`src/rtl/fir_coef_bank_pkg.sv`:
```
// Shared constants and state encoding for the FIR coefficient bank and its neighbours.
package fir_coef_pkg;
  localparam int NTAPS          = 8;
  localparam int IDX_W          = 3;
  localparam int COEF_W_DEFAULT = 8;

  typedef enum logic {
    IDLE   = 1'b0,
    STREAM = 1'b1
  } state_e;
endpackage

```
`src/rtl/fir_coef_bank_if.sv`:
```
// Write port and coefficient stream of the FIR coefficient bank.
interface fir_coef_bank_if
  import fir_coef_pkg::*;
#(
  parameter int COEF_W = COEF_W_DEFAULT
);
  logic              wr_en;
  logic [NTAPS-1:0]  wr_addr_oh;
  logic [COEF_W-1:0] wr_data;
  logic              wr_ready;
  logic              addr_err;
  logic [NTAPS-1:0]  loaded;
  logic              start;
  logic              busy;
  logic              coef_valid;
  logic              coef_ready;
  logic [COEF_W-1:0] coef_data;
  logic [IDX_W-1:0]  coef_idx;
  logic              coef_last;

  modport master (
    output wr_en, wr_addr_oh, wr_data, start, coef_ready,
    input  wr_ready, addr_err, loaded, busy, coef_valid, coef_data, coef_idx, coef_last
  );

  modport slave (
    input  wr_en, wr_addr_oh, wr_data, start, coef_ready,
    output wr_ready, addr_err, loaded, busy, coef_valid, coef_data, coef_idx, coef_last
  );
endinterface

```
`src/rtl/fir_coef_bank_oh_to_idx.sv`:
```
// One-hot tap address back to a binary index; inverse of the upstream tap-address encoder.
module oh_to_idx
  import fir_coef_pkg::*;
(
  input  logic [NTAPS-1:0] oh_i,
  output logic [IDX_W-1:0] idx_o,
  output logic             is_onehot_o
);
  always_comb begin
    idx_o = '0;
    for (int i = 0; i < NTAPS; i++) begin
      if (oh_i[i]) idx_o = idx_o | IDX_W'(i);
    end
    is_onehot_o = $onehot(oh_i);
  end
endmodule

```
`src/rtl/fir_coef_bank.sv`:
```
// Eight-entry coefficient register bank, written by one-hot address and
// streamed in index order to the MAC stage over valid/ready.
module fir_coef_bank
  import fir_coef_pkg::*;
#(
  parameter int COEF_W = COEF_W_DEFAULT
)(
  input  logic clk,
  input  logic rst_n,
  fir_coef_bank_if.slave bus
);
  localparam logic [IDX_W-1:0] LAST_IDX = IDX_W'(NTAPS - 1);

  state_e            state_q;
  logic [IDX_W-1:0]  idx_q;
  logic [COEF_W-1:0] coef_data_q;
  logic              valid_q, last_q, busy_q, addr_err_q;
  logic [NTAPS-1:0]  loaded_q;
  logic [COEF_W-1:0] bank_q [NTAPS];

  logic              wr_ready;
  logic              wr_take;
  logic [IDX_W-1:0]  wr_idx;
  logic              wr_onehot;
  logic [NTAPS-1:0]  entry_we;
  logic [IDX_W-1:0]  idx_d;
  logic [COEF_W-1:0] first_coef_d;

  oh_to_idx u_oh_to_idx (
    .oh_i        (bus.wr_addr_oh),
    .idx_o       (wr_idx),
    .is_onehot_o (wr_onehot)
  );

  assign wr_ready = (state_q == IDLE);
  assign wr_take  = bus.wr_en & wr_ready;

  genvar gi;
  generate
    for (gi = 0; gi < NTAPS; gi++) begin : g_entry
      assign entry_we[gi] = wr_take & wr_onehot & (wr_idx == IDX_W'(gi));

      always_ff @(posedge clk) begin
        if (!rst_n)            bank_q[gi] <= '0;
        else if (entry_we[gi]) bank_q[gi] <= bus.wr_data;
      end
    end
  endgenerate

  assign idx_d = idx_q + 1'b1;
  // A write landing on entry 0 in the start cycle must be visible in the first beat.
  assign first_coef_d = entry_we[0] ? bus.wr_data : bank_q[0];

  always_ff @(posedge clk) begin
    if (!rst_n) begin
      state_q     <= IDLE;
      idx_q       <= '0;
      coef_data_q <= '0;
      valid_q     <= 1'b0;
      last_q      <= 1'b0;
      busy_q      <= 1'b0;
      addr_err_q  <= 1'b0;
      loaded_q    <= '0;
    end else begin
      addr_err_q <= 1'b0;
      loaded_q   <= loaded_q | entry_we;
      case (state_q)
        IDLE: begin
          if (wr_take && !wr_onehot) addr_err_q <= 1'b1;
          if (bus.start) begin
            state_q     <= STREAM;
            idx_q       <= '0;
            coef_data_q <= first_coef_d;
            valid_q     <= 1'b1;
            last_q      <= 1'b0;
            busy_q      <= 1'b1;
          end
        end
        STREAM: begin
          if (bus.coef_ready) begin
            if (idx_q == LAST_IDX) begin
              state_q <= IDLE;
              valid_q <= 1'b0;
              last_q  <= 1'b0;
              busy_q  <= 1'b0;
            end else begin
              idx_q       <= idx_d;
              coef_data_q <= bank_q[idx_d];
              last_q      <= (idx_d == LAST_IDX);
            end
          end
        end
        default: state_q <= IDLE;
      endcase
    end
  end

  assign bus.wr_ready   = wr_ready;
  assign bus.addr_err   = addr_err_q;
  assign bus.loaded     = loaded_q;
  assign bus.busy       = busy_q;
  assign bus.coef_valid = valid_q;
  assign bus.coef_data  = coef_data_q;
  assign bus.coef_idx   = idx_q;
  assign bus.coef_last  = last_q;
endmodule

```
`src/flat_wrapper.sv`:
```
// flat-port wrapper written by rule: the top's interface ports become plain ports
module fir_coef_bank_flat import fir_coef_pkg::*;
#(
  parameter int COEF_W = COEF_W_DEFAULT
)
  (clk, rst_n, bus_wr_en, bus_wr_addr_oh, bus_wr_data, bus_start, bus_coef_ready, bus_wr_ready, bus_addr_err, bus_loaded, bus_busy, bus_coef_valid, bus_coef_data, bus_coef_idx, bus_coef_last);
  fir_coef_bank_if #(.COEF_W(COEF_W)) bus_i ();
  input  logic clk;
  input  logic rst_n;
  input wire logic [$bits(bus_i.wr_en)-1:0] bus_wr_en;
  input wire logic [$bits(bus_i.wr_addr_oh)-1:0] bus_wr_addr_oh;
  input wire logic [$bits(bus_i.wr_data)-1:0] bus_wr_data;
  input wire logic [$bits(bus_i.start)-1:0] bus_start;
  input wire logic [$bits(bus_i.coef_ready)-1:0] bus_coef_ready;
  output wire logic [$bits(bus_i.wr_ready)-1:0] bus_wr_ready;
  output wire logic [$bits(bus_i.addr_err)-1:0] bus_addr_err;
  output wire logic [$bits(bus_i.loaded)-1:0] bus_loaded;
  output wire logic [$bits(bus_i.busy)-1:0] bus_busy;
  output wire logic [$bits(bus_i.coef_valid)-1:0] bus_coef_valid;
  output wire logic [$bits(bus_i.coef_data)-1:0] bus_coef_data;
  output wire logic [$bits(bus_i.coef_idx)-1:0] bus_coef_idx;
  output wire logic [$bits(bus_i.coef_last)-1:0] bus_coef_last;
  assign bus_i.wr_en = bus_wr_en;
  assign bus_i.wr_addr_oh = bus_wr_addr_oh;
  assign bus_i.wr_data = bus_wr_data;
  assign bus_i.start = bus_start;
  assign bus_i.coef_ready = bus_coef_ready;
  assign bus_wr_ready = bus_i.wr_ready;
  assign bus_addr_err = bus_i.addr_err;
  assign bus_loaded = bus_i.loaded;
  assign bus_busy = bus_i.busy;
  assign bus_coef_valid = bus_i.coef_valid;
  assign bus_coef_data = bus_i.coef_data;
  assign bus_coef_idx = bus_i.coef_idx;
  assign bus_coef_last = bus_i.coef_last;
  fir_coef_bank #(.COEF_W(COEF_W)) u_core (.clk(clk), .rst_n(rst_n), .bus(bus_i));
endmodule
```
`config.mk`:
```
export PLATFORM = sky130hd
export DESIGN_NAME = fir_coef_bank_flat
export DESIGN_NICKNAME = d
export VERILOG_FILES = /design/src/rtl/fir_coef_bank_pkg.sv /design/src/rtl/fir_coef_bank_if.sv /design/src/rtl/fir_coef_bank_oh_to_idx.sv /design/src/rtl/fir_coef_bank.sv /design/src/flat_wrapper.sv
export SDC_FILE = /design/constraint.sdc
export NUM_CORES = 1
export LEC_CHECK = 0
export ABC_CLOCK_PERIOD_IN_PS = 10300
export CAP_MARGIN = 20
export CORE_MARGIN = 2
export CORE_UTILIZATION = 45
export DETAILED_ROUTE_END_ITERATION = 6
export GPL_ROUTABILITY_DRIVEN = 0
export PLACE_DENSITY = 0.65
export RECOVER_POWER = 50
export SYNTH_ARGS = -nofsm -noshare
export SYNTH_HDL_FRONTEND = slang
export SYNTH_HIERARCHICAL = 1
export SYNTH_SLANG_ARGS = --single-unit
```
`constraint.sdc`:
```
create_clock -name clk -period 10.3 [get_ports clk]
set_input_delay 3.09 -clock clk [delete_from_list [all_inputs] [get_ports clk]]
set_output_delay 3.09 -clock clk [all_outputs]
set_load 0.02 [all_outputs]
```
After elaboration in Yosys (flattened, before gate mapping)
Memories as Yosys holds them, arrays and structs flattened.
Index checks and enable logic that the tools add are counted.
{"block": "totals", "ff_bits": 23, "mem_bits_rw": 64, "in_bits": 21, "out_inout_bits": 24, "elab_cells": 120, "mem_count": 1}
{"name": "u_core.bank_q", "words": 8, "width": 8, "read_ports": 2, "rd_clocked_by_memory_dff": 0, "wr": 8, "line_no": "fir_coef_bank.sv:19", "text": "logic [COEF_W-1:0] bank_q [NTAPS];"}
{"block": "op_classes", "addsub": 8, "n_eq_ne": 14, "n_mux": 62, "n_bitwise": 21, "reduce_logical": 7}
{"op": "$mux W8", "count": 12}
{"op": "$mux W1", "count": 36}
{"op": "$mux W3", "count": 7}
{"op": "$eq A3 B3 Y1 const B", "count": 6}
{"op": "$pmux W8 S2", "count": 1}
{"op": "$and A1 B1 Y1", "count": 10}
{"op": "$add A1 B1 Y2", "count": 4}
{"op": "$ne A2 B2 Y1 const B", "count": 4}
{"op": "$or A1 B1 Y1", "count": 8}
{"op": "$or A8 B8 Y8", "count": 1}
{"op": "$add A2 B2 Y3", "count": 2}
{"op": "$eq A3 B2 Y1 const B", "count": 2}
{"op": "$pmux W1 S2", "count": 3}
{"op": "$pmux W3 S2", "count": 1}
{"op": "$reduce_and A3 Y1", "count": 2}
{"op": "$add A3 B3 Y4", "count": 1}
{"op": "$eq A4 B1 Y1 const B", "count": 1}
{"op": "$mux W2", "count": 2}
{"op": "$add A3 B1 Y3 const B", "count": 1}
{"op": "$eq A3 B1 Y1 const B", "count": 1}
{"op": "$logic_not A3 Y1", "count": 1}
{"op": "$not A1 Y1", "count": 2}
{"op": "$reduce_and A2 Y1", "count": 1}
{"op": "$reduce_or A2 Y1", "count": 1}
{"op": "2 further kinds", "count": 2}

Depth between registers and ports, before layout
{"block": "logic_depth", "ltp_word": 13, "mapped_depth": 11, "ltp_nobuf": 11}

Modules after synthesis
The synthesis kept the hierarchy.
{"mod": "fir_coef_bank", "n_inst": 1, "cells_per_inst": 313, "area_each_um2": 3975.1, "seq_area_each_um2": 2382.3}
{"mod": "oh_to_idx", "n_inst": 1, "cells_per_inst": 31, "area_each_um2": 255.2, "seq_area_each_um2": 0.0}

Least setup slack after synthesis
Ideal clock, no wire load.
{"block": "synth_path", "kind": "in2reg", "from": "input bus_wr_addr_oh[0]", "to": "memory u_core/bank_q[4][0] in the netlist's numbering (enable)", "setup_ps": 387, "t_arrival_ps": 6123, "required_ps": 9913, "slack_ps": 3791, "cell_stages": 9, "n_path_buf": 0, "cell_sequence": "ha_1 inv_1 fa_1 fa_1 fa_1 nor3b_1 a31o_2 nand4_1 o31ai_1"}
{"element": "start, declared", "line_no": "flat_wrapper.sv:11", "text": "input wire logic [$bits(bus_i.wr_addr_oh)-1:0] bus_wr_addr_oh;"}
{"element": "end, declared", "line_no": "fir_coef_bank.sv:19"}

==> flow_summary.ini <==
[status]
status = complete, but fails checks
violations = capacitance limit, slew limit

[floorplanning]
start_util_pct = 46.0
die_area_sq_um = 10200
coreArea_sq_um = 9200
die_w_microns = 101
ioPinCount = 45
fp.dieH_microns = 101
rows = 35

[pwr]
peakVddDrop_v = 0.0000683
power_density_nw_per_um2 = 158
leakagePower_uw = 0.00220

[synthesis]
synth_edf_count = 64
synthFlopType = edfxtp_1
syn_inst = 344
yosys-top-cells-area = edfxtp_1 (45%), dfxtp_1 (11%), and2_1 (8.6%)
synthArstFlopShare_pct = 0
ys.warnings.count = 6
ys_types = 43
post-synth-top-area-fraction_pct = 45.4
syn_avg_cell_area_sq_um = 12.3
ys_seq_area_share_pct = 56.3
synth_nets = 378
yosysMostFrequentCell = edfxtp_1
synth_common_cells = edfxtp_1 (64), and2_1 (58), mux2i_1 (32), dfxtp_1 (23), a221oi_1 (16)
yosys.area.top_type = edfxtp_1
ys_ff_latch = 87
synth_area_sq_um = 4230

[clock_network]
cts.sinks = 87
clock_path_buffers = 2
root_buffer = clkbuf_8
cts_max_level = 3
path_clk_slew_ns = 0.09
holdBufCountCts = 0
cts_tree = built
cts.repair.resized = 0
post-cts-setup-buffer-count = 0
cts_buffers = 9
clock_latency_ns = 0.35

[setup_path]
arrival_ns = 7.15
crit_chain = dlygate4sd3_1 > ha_1 > inv_1 > fa_1 > fa_1 > fa_1 > nor3b_1 > a31o_1 > nand4bb_1 > nor3_4 > nand2b_1
cp_max_fo = 18
crit_family = adder cells
crit_type = in2reg
cp_common_cell = fa_1
slowest_delay_ns = 0.55
crit_slowest_cell = dlygate4sd3_1
cp-end-kind = flop
crit_required_ns = 10.31
startpoint_type = input pin
crit_buf_inv = 2

[drt]
finalWirelength_mm = 9.75
ant_nets = 0
routedWlPerCell_microns = 19.3
first_pass_iters = 5
wl_met2_mm = 4.25
vias_per_cell = 5.63
drt_iter0_markers = 185
routed.top_layer = met4
dr_wl_met3_microns = 666
vias = 2841
post-route-drc-count = 0
wl_met1_mm = 4.52

[timing]
timing.final.ws_setup_ns = 3.16
setup_violations = 0
finalCriticalPeriod_ns = 7.14
worst_hold_slack_ns = 0.453
final-hold-violation-count = 0
finalCritPeriodShare_pct = 69.3
tns_ns = 0
skew_ns = 0.0102
drv_slew = 40
max_slew_margin_pct = -0.780
max_freq_ghz = 0.140
grt_setup_unrepaired = no
tightest_slew_ns = 1.51

[finish]
finalNonFillerCells = 505
syn2layout_area_growth_pct = 17.4
drive_above_1_share_pct = 6.35
final_net_count = 423
post-route-util_pct = 54.0
diodes = 0
final.fill_count = 823

[grt]
grt_pass1_wl_mm = 15.2
antenna_found_initial = 0
globalRouteOverflowTotal = 0
grt_pass1_vias = 2798
grt_usage_pct = 20.4
grt_max_degree = 40

[place]
hpwl_mm = 6.91
placed_cells = 484
place_ws_ns = 2.86
port_buffers = 44

[job]
cap_violations = 1

[hold_path]
hold_class = reg2reg
-- power breakdown --
group          internal [uW]  switching (uW)
logic                   37.4            54.6
registers                389            7.01
clock network            174             120
-- stage by stage --
step                area, sq um  total power (uW)
global placement           4730               496
global route               4970               809
floorplan                  4230               460
CTS                        4990               788
detailed placement         4730               499
finish                     4970               783
-- layout make-up --
| class | instances | area, sq um | share of cell area (%) |
|---|---|---|---|
| Inverter | 15 | 56.3 | 1.13 |
| Clock inverter | 5 | 104 | 2.09 |
| Tap cell | 111 | 139 | 2.80 |
| Clock buffer | 11 | 151 | 3.05 |
| Multi-Input combinational cell | 225 | 1650 | 33.3 |
| Timing Repair Buffer | 51 | 482 | 9.70 |
| Sequential cell | 87 | 2380 | 48.0 |
-- worst reg2reg max path, cell delays in order (launching register included) --
cell      delay [ns]
dfxtp_1         0.56
inv_1           0.11
ha_1            0.29
buf_4           0.46
mux2i_1         0.25
a221oi_1        0.38
nand2_1         0.11
a21oi_1         0.15
-- per-layer routing --
metal,vias to the layer above,global-route usage (%)
met4,0,9.98
met3,20,4.51
met1,1350,29.0
met5,-,0
li1,1345,-
met2,126,29.6
-- flip-flops by register name, summed over array words and instances, names as in the netlist --
signal / cells
u_core/bus.addr_err: 1
u_core/bus.coef_last: 1
u_core/bus.busy: 1
u_core/bank_q: 64
u_core/bus.coef_data: 8
u_core/state_q: 1
u_core/bus.coef_idx: 3
u_core/bus.loaded: 8
-- layout by cell type, fill, tap and decap left out, drive strengths merged, types with 2 or more instances in the layout --
cell type      instances
nor2b                  7
edfxtp                64
dlygate4sd3           26
clkdlybuf4s50         18
and3b                  2
a22oi                 10
o21ai                 15
clkinv                 3
mux2i                 32
inv                   14
clkbuf                14
nor3                   2
dfxtp                 23
nand2                 15
a21oi                 10
bufinv                 3
buf                    4
nand2b                 4
a21o                   7
fa                     4
and3                   8
nand4                  2
ha                     9
nand3                  2
and2                  58
nor2                  10
a221oi                16
-- cell families (layout without fill, tap and decap cells) --
| family | after synthesis | count (layout) | share of synthesized area, % |
|---|---|---|---|
| multiplexers | 32 | 32 | 7.57 |
| flip-flops | 87 | 87 | 56.3 |
| buffers and inverters | 32 | 82 | 3.55 |
| AO/OA/AOI/OAI | 63 | 63 | 10.4 |
| adder cells (fa/ha/maj) | 13 | 13 | 4.55 |
| AND/OR/NAND/NOR | 117 | 117 | 17.7 |
-- worst paths after layout --
kind                                                           from                              endpoint  slack, ns  depth (start not counted)
worst max-delay path                              bus_wr_addr_oh[1]     u_core/bank_q[0][3]$_SDFFCE_PN0P_       3.16                         11
worst max register to register  u_core/bus.coef_idx[0]$_SDFFE_PN0P_  u_core/bus.coef_data[2]$_SDFFE_PN0P_       7.91                          7
worst min-delay path                u_core/bus.loaded[3]$_SDFF_PN0_       u_core/bus.loaded[3]$_SDFF_PN0_       0.45                          1
worst min register to register      u_core/bus.loaded[3]$_SDFF_PN0_       u_core/bus.loaded[3]$_SDFF_PN0_       0.45                          1
Power figures use the tool's default switching activity.
==> patch 1: new RTL, same flow settings <==
`NTAPS`: 8 -> 4.
--- a/src/rtl/fir_coef_bank_pkg.sv
+++ b/src/rtl/fir_coef_bank_pkg.sv
@@ -2,3 +2,3 @@
 package fir_coef_pkg;
-  localparam int NTAPS          = 8;
+  localparam int NTAPS          = 4;
   localparam int IDX_W          = 3;
Ports: changed (resized bus_loaded and bus_wr_addr_oh); port bits go from 45 to 37. No check against the original RTL was run, so the function may have changed too.
==> patch 1 against the original RTL <==
- the run ends with max-capacitance violations left
- via count fell by 37%
- sequential power fell by 41%
- synthesized area fell by 41%
- routed wire length fell by 39%
- register-to-register slack got worse by 0.36 ns
- critical path depth fell by 6
- worst hold slack improved by 0.0041 ns
- cell area fell by 40%
- power fell by 47%
- non-clock buffer count fell by 11
- cell count fell by 39%
- largest power group unchanged
- combinational power fell by 39%
- sequential cell count fell by 36
- setup slack improved by 0.68 ns
==> patch 1: results (changes against the original RTL) <==
Run status
The flow ran to the end, but the final reports show violations. The final reports fail on max-capacitance violations.

Timing
The worst slack on hold paths is 0.457 ns (+0.00410 ns).

Worst setup path
The stage delay of the slowest cell on the critical path is 1.34 ns (+0.79 ns). The worst path arrival time is 6.62 ns (-0.53 ns). The startpoint of the worst-slack reg-to-reg timing path is u_core/state_q. The maximum fanout along the worst path is 26 (+8). The slowest stage of the critical path belongs to the cell nor4_1.

Routing
The routed length per placed instance is 19.3 um (-0.14%). The via total after detailed routing is 1786 (-37%). The DRC marker count from the first detailed-route iteration was 103 (-44%).

Worst hold path
The launch instance of the worst min-delay path is u_core/bus.loaded[2].

Power
The combinational cell fraction of total power was 13.5% (+1.7 points). The leakage component of the power is 1.11 nW (-49%). The share of total power in sequential cells is 55.7% (+5.1 points).

Synth
By area the synthesized netlist is led by edfxtp_1, dfxtp_1, mux4_2. The count of flip-flops with a built-in enable after synthesis is 32 (-50%). By count the netlist is led by edfxtp_1, and2_1, dfxtp_1.

Layout
The share of final-layout standard cells stronger than drive strength 1 was 9.70% (+3.4 points). The number of flip-flops under the largest register name is 32 (-50%). The filler cell count is 490 (-40%). The net total in the final layout is 259 (-39%).

Run
The total of max-cap violations was 1 (unchanged).

Clock network
The clock latency on the worst-skew pair is 0.30 ns (-0.05 ns). The total number of H-tree levels was 2 (-1).
[patch 1: metrics by stage]
step	cell area (um^2)	setup slack (ns)	util, %	total power [mW]	cells
floorplan	2500	4.30	-	0.270	205
global placement	2880	3.58	53.0	0.295	300
detailed placement	2880	3.43	53.0	0.296	300
CTS	2980	3.73	54.9	0.423	308
global route	2970	3.65	54.6	0.435	309
finish	2970	3.84	54.6	0.418	309
[patch 1: routing by layer]
| layer | vias to the layer above | track usage (%) | wire (um) |
|---|---|---|---|
| li1 | 834 | - | - |
| met1 | 897 | 27.4 | 2610 |
| met2 | 48 | 34.5 | 3030 |
| met3 | 7 | 4.02 | 236 |
| met4 | 0 | 7.02 | 74 |
| met5 | - | 0 | 0 |
[patch 1: cells by family (layout without fill, tap and decap cells)]
kind of cell	count (synthesis)	count (layout)	share of synthesized area (%)
flip-flops	51	51	53.7
adder cells (fa/ha/maj)	6	6	3.30
other	1	1	0.150
buffers and inverters	21	53	4.41
multiplexers	8	8	7.21
AO/OA/AOI/OAI	37	37	10.8
AND/OR/NAND/NOR	81	81	20.4
[patch 1: worst max-delay path by stage]
stage	to	cells after the start	slack, ns	from
finish	u_core/bank_q[1][0]	5	3.84	rst_n
floorplan	u_core/bank_q[0][0]	7	4.30	bus_wr_addr_oh[0]
global route	u_core/bank_q[1][0]	5	3.65	rst_n
global placement	u_core/bank_q[0][6]	7	3.58	bus_wr_addr_oh[0]
CTS	u_core/bank_q[0][7]	7	3.73	bus_wr_addr_oh[1]
detailed placement	u_core/bank_q[0][1]	7	3.43	bus_wr_addr_oh[1]
[patch 1: layout make-up]
type	instances	share of cell area (%)
Timing Repair Buffer	40	12.9
Multi-Input combinational cell	133	34.8
Sequential cell	51	45.2
Clock inverter	1	0.253
Clock buffer	7	3.24
Tap cell	72	3.03
Inverter	5	0.632
==> patch 2: new RTL, same flow settings <==
Made on the original files. Reset style: asynchronous (`rst_n`), changed in 2 clocked blocks.
--- a/src/rtl/fir_coef_bank.sv
+++ b/src/rtl/fir_coef_bank.sv
@@ -42,3 +42,3 @@
 
-      always_ff @(posedge clk) begin
+      always_ff @(posedge clk or negedge rst_n) begin
         if (!rst_n)            bank_q[gi] <= '0;
@@ -53,3 +53,3 @@
 
-  always_ff @(posedge clk) begin
+  always_ff @(posedge clk or negedge rst_n) begin
     if (!rst_n) begin
Formal check against the unedited RTL: differs if rst_n is asserted again (counterexample within 4 cycles, from zero or initial values and one cycle with rst_n low); with rst_n held inactive, the same outputs for 10 cycles.
==> patch 2 against the original RTL <==
- the flow still finishes with violations (max-capacitance violations, max-slew violations)
- routed wire length shrank 8.3%
- synthesized area up 0.53%
- cell area shrank 1.1%
- setup slack got worse by 0.64 ns
- via count decreased by 6.5%
- sequential cell count is the same
- cell count decreased by 7.5%
- register-to-register slack lost 0.31 ns
- critical endpoint is now u_core/bank_q[34]
- highest routed layer unchanged
Power is not compared: it rests on default switching activity, and its combinational part moved more than twofold at a synthesized area within 25%.
==> patch 2: results (changes against the original RTL) <==
Run status
The run finished, with violations left. The checks that failed: max-capacitance violations, max-slew violations.

Timing
The worst clock skew came to 0.0121 ns (+0.00186 ns). The slew at the pin with the worst max-slew slack is 3.22 ns (+1.71 ns). The number of pins with negative max-slew slack in the final report is 62 (+55%).

Layout
The count of non-filler cells in the finished layout came to 467 (-7.5%). The net total in the final layout is 383 (-9.5%). The share of final-layout standard cells stronger than drive strength 1 was 25.8% (+19 points).

Routing
The number of iterations in the first detailed-routing pass is 4 (-1). The DRC marker count from the first detailed-route iteration was 94 (-49%). The routed length per placed instance is 19.1 um (-0.83%).

Worst setup path
The stage delay of the slowest cell on the critical path is 0.60 ns (+0.05 ns).

Placement
The estimated wirelength of the detail-placed design is 5820 um (-16%). The worst slack at placement is 2.15 ns (-0.711 ns).

Global route
The global-route track usage on met2 is 31.8% (+2.2 points). The via count of the first global-routing pass is 2775 (-0.82%). The maximum number of pins on one net before global-route repair is 88 (+120%).

The met1 capacity usage during global routing came to 25.3% (-3.7 points).

Synth
The number of distinct library cells after synthesis came to 46 (+7.0%). The part of the Yosys area used for sequential elements was 51.2% (-5.1 points). The total nets after synthesis is 341 (-9.8%). By count the netlist is led by dfrtp_1, mux2_2, nand2_1. The gate count of the mapped netlist came to 310 (-9.9%). Ranked by total cell area, the synthesized netlist is headed by dfrtp_1, mux2_2, mux4_2.

Run
The total of max-cap violations was 1 (unchanged).
==> patch 2: worst paths after layout <==
check                      cells after the start                   start                 endpoint  slack [ns]
max                                           14       bus_wr_addr_oh[0]        u_core/bank_q[34]        2.53
min                                            1    u_core/bus.loaded[2]     u_core/bus.loaded[2]        0.47
max reg2reg                                    7  u_core/bus.coef_idx[0]  u_core/bus.coef_data[2]        7.60
min reg2reg                                    1    u_core/bus.loaded[2]     u_core/bus.loaded[2]        0.47
max in group asynchronous                      2                   rst_n        u_core/bank_q[49]        3.55
min in group asynchronous                      1                   rst_n        u_core/bank_q[22]        3.04
==> patch 2: layout make-up <==
class | count | area, um^2
well taps | 111 | 139
clock inverters | 5 | 58.8
repair buffers | 47 | 453
inverters | 15 | 56.3
clock buffers | 10 | 128
multi-input cells | 192 | 1900
fillers | 802 | 4280
flip-flops and latches | 87 | 2180
==> patch 2: per-stage QoR <==
| stage | util, % | power [mW] |
|---|---|---|
| global placement | 51.4 | 0.720 |
| floorplan | - | 0.630 |
| detailed placement | 51.4 | 0.725 |
| finish | 53.4 | 0.947 |
| global route | 53.4 | 1.00 |
| CTS | 53.4 | 0.960 |
==> patch 2: cell families (layout without fill, tap and decap cells) <==
kind of cell / count (synthesis) / after routing / synth area share (%)
AO/OA/AOI/OAI: 41 / 41 / 6.53
XOR/XNOR: 1 / 1 / 0.206
adder cells (fa/ha/maj): 10 / 10 / 3.65
buffers and inverters: 31 / 77 / 4.09
flip-flops: 87 / 87 / 51.2
multiplexers: 80 / 80 / 25.5
AND/OR/NAND/NOR: 60 / 60 / 8.80
==> patch 2: power by group <==
| group | switching (mW) | total (mW) | internal (mW) |
|---|---|---|---|
| Clock | 0.123 | 0.235 | 0.111 |
| Combinational | 0.165 | 0.311 | 0.146 |
| Sequential | 0.0217 | 0.401 | 0.379 |
==> patch 2: per-layer routing <==
metal / up-vias / part of all wire, %
li1: 1219 / -
met1: 1352 / 44
met2: 71 / 49
met3: 13 / 5.4
met4: 0 / 1.4
met5: - / 0
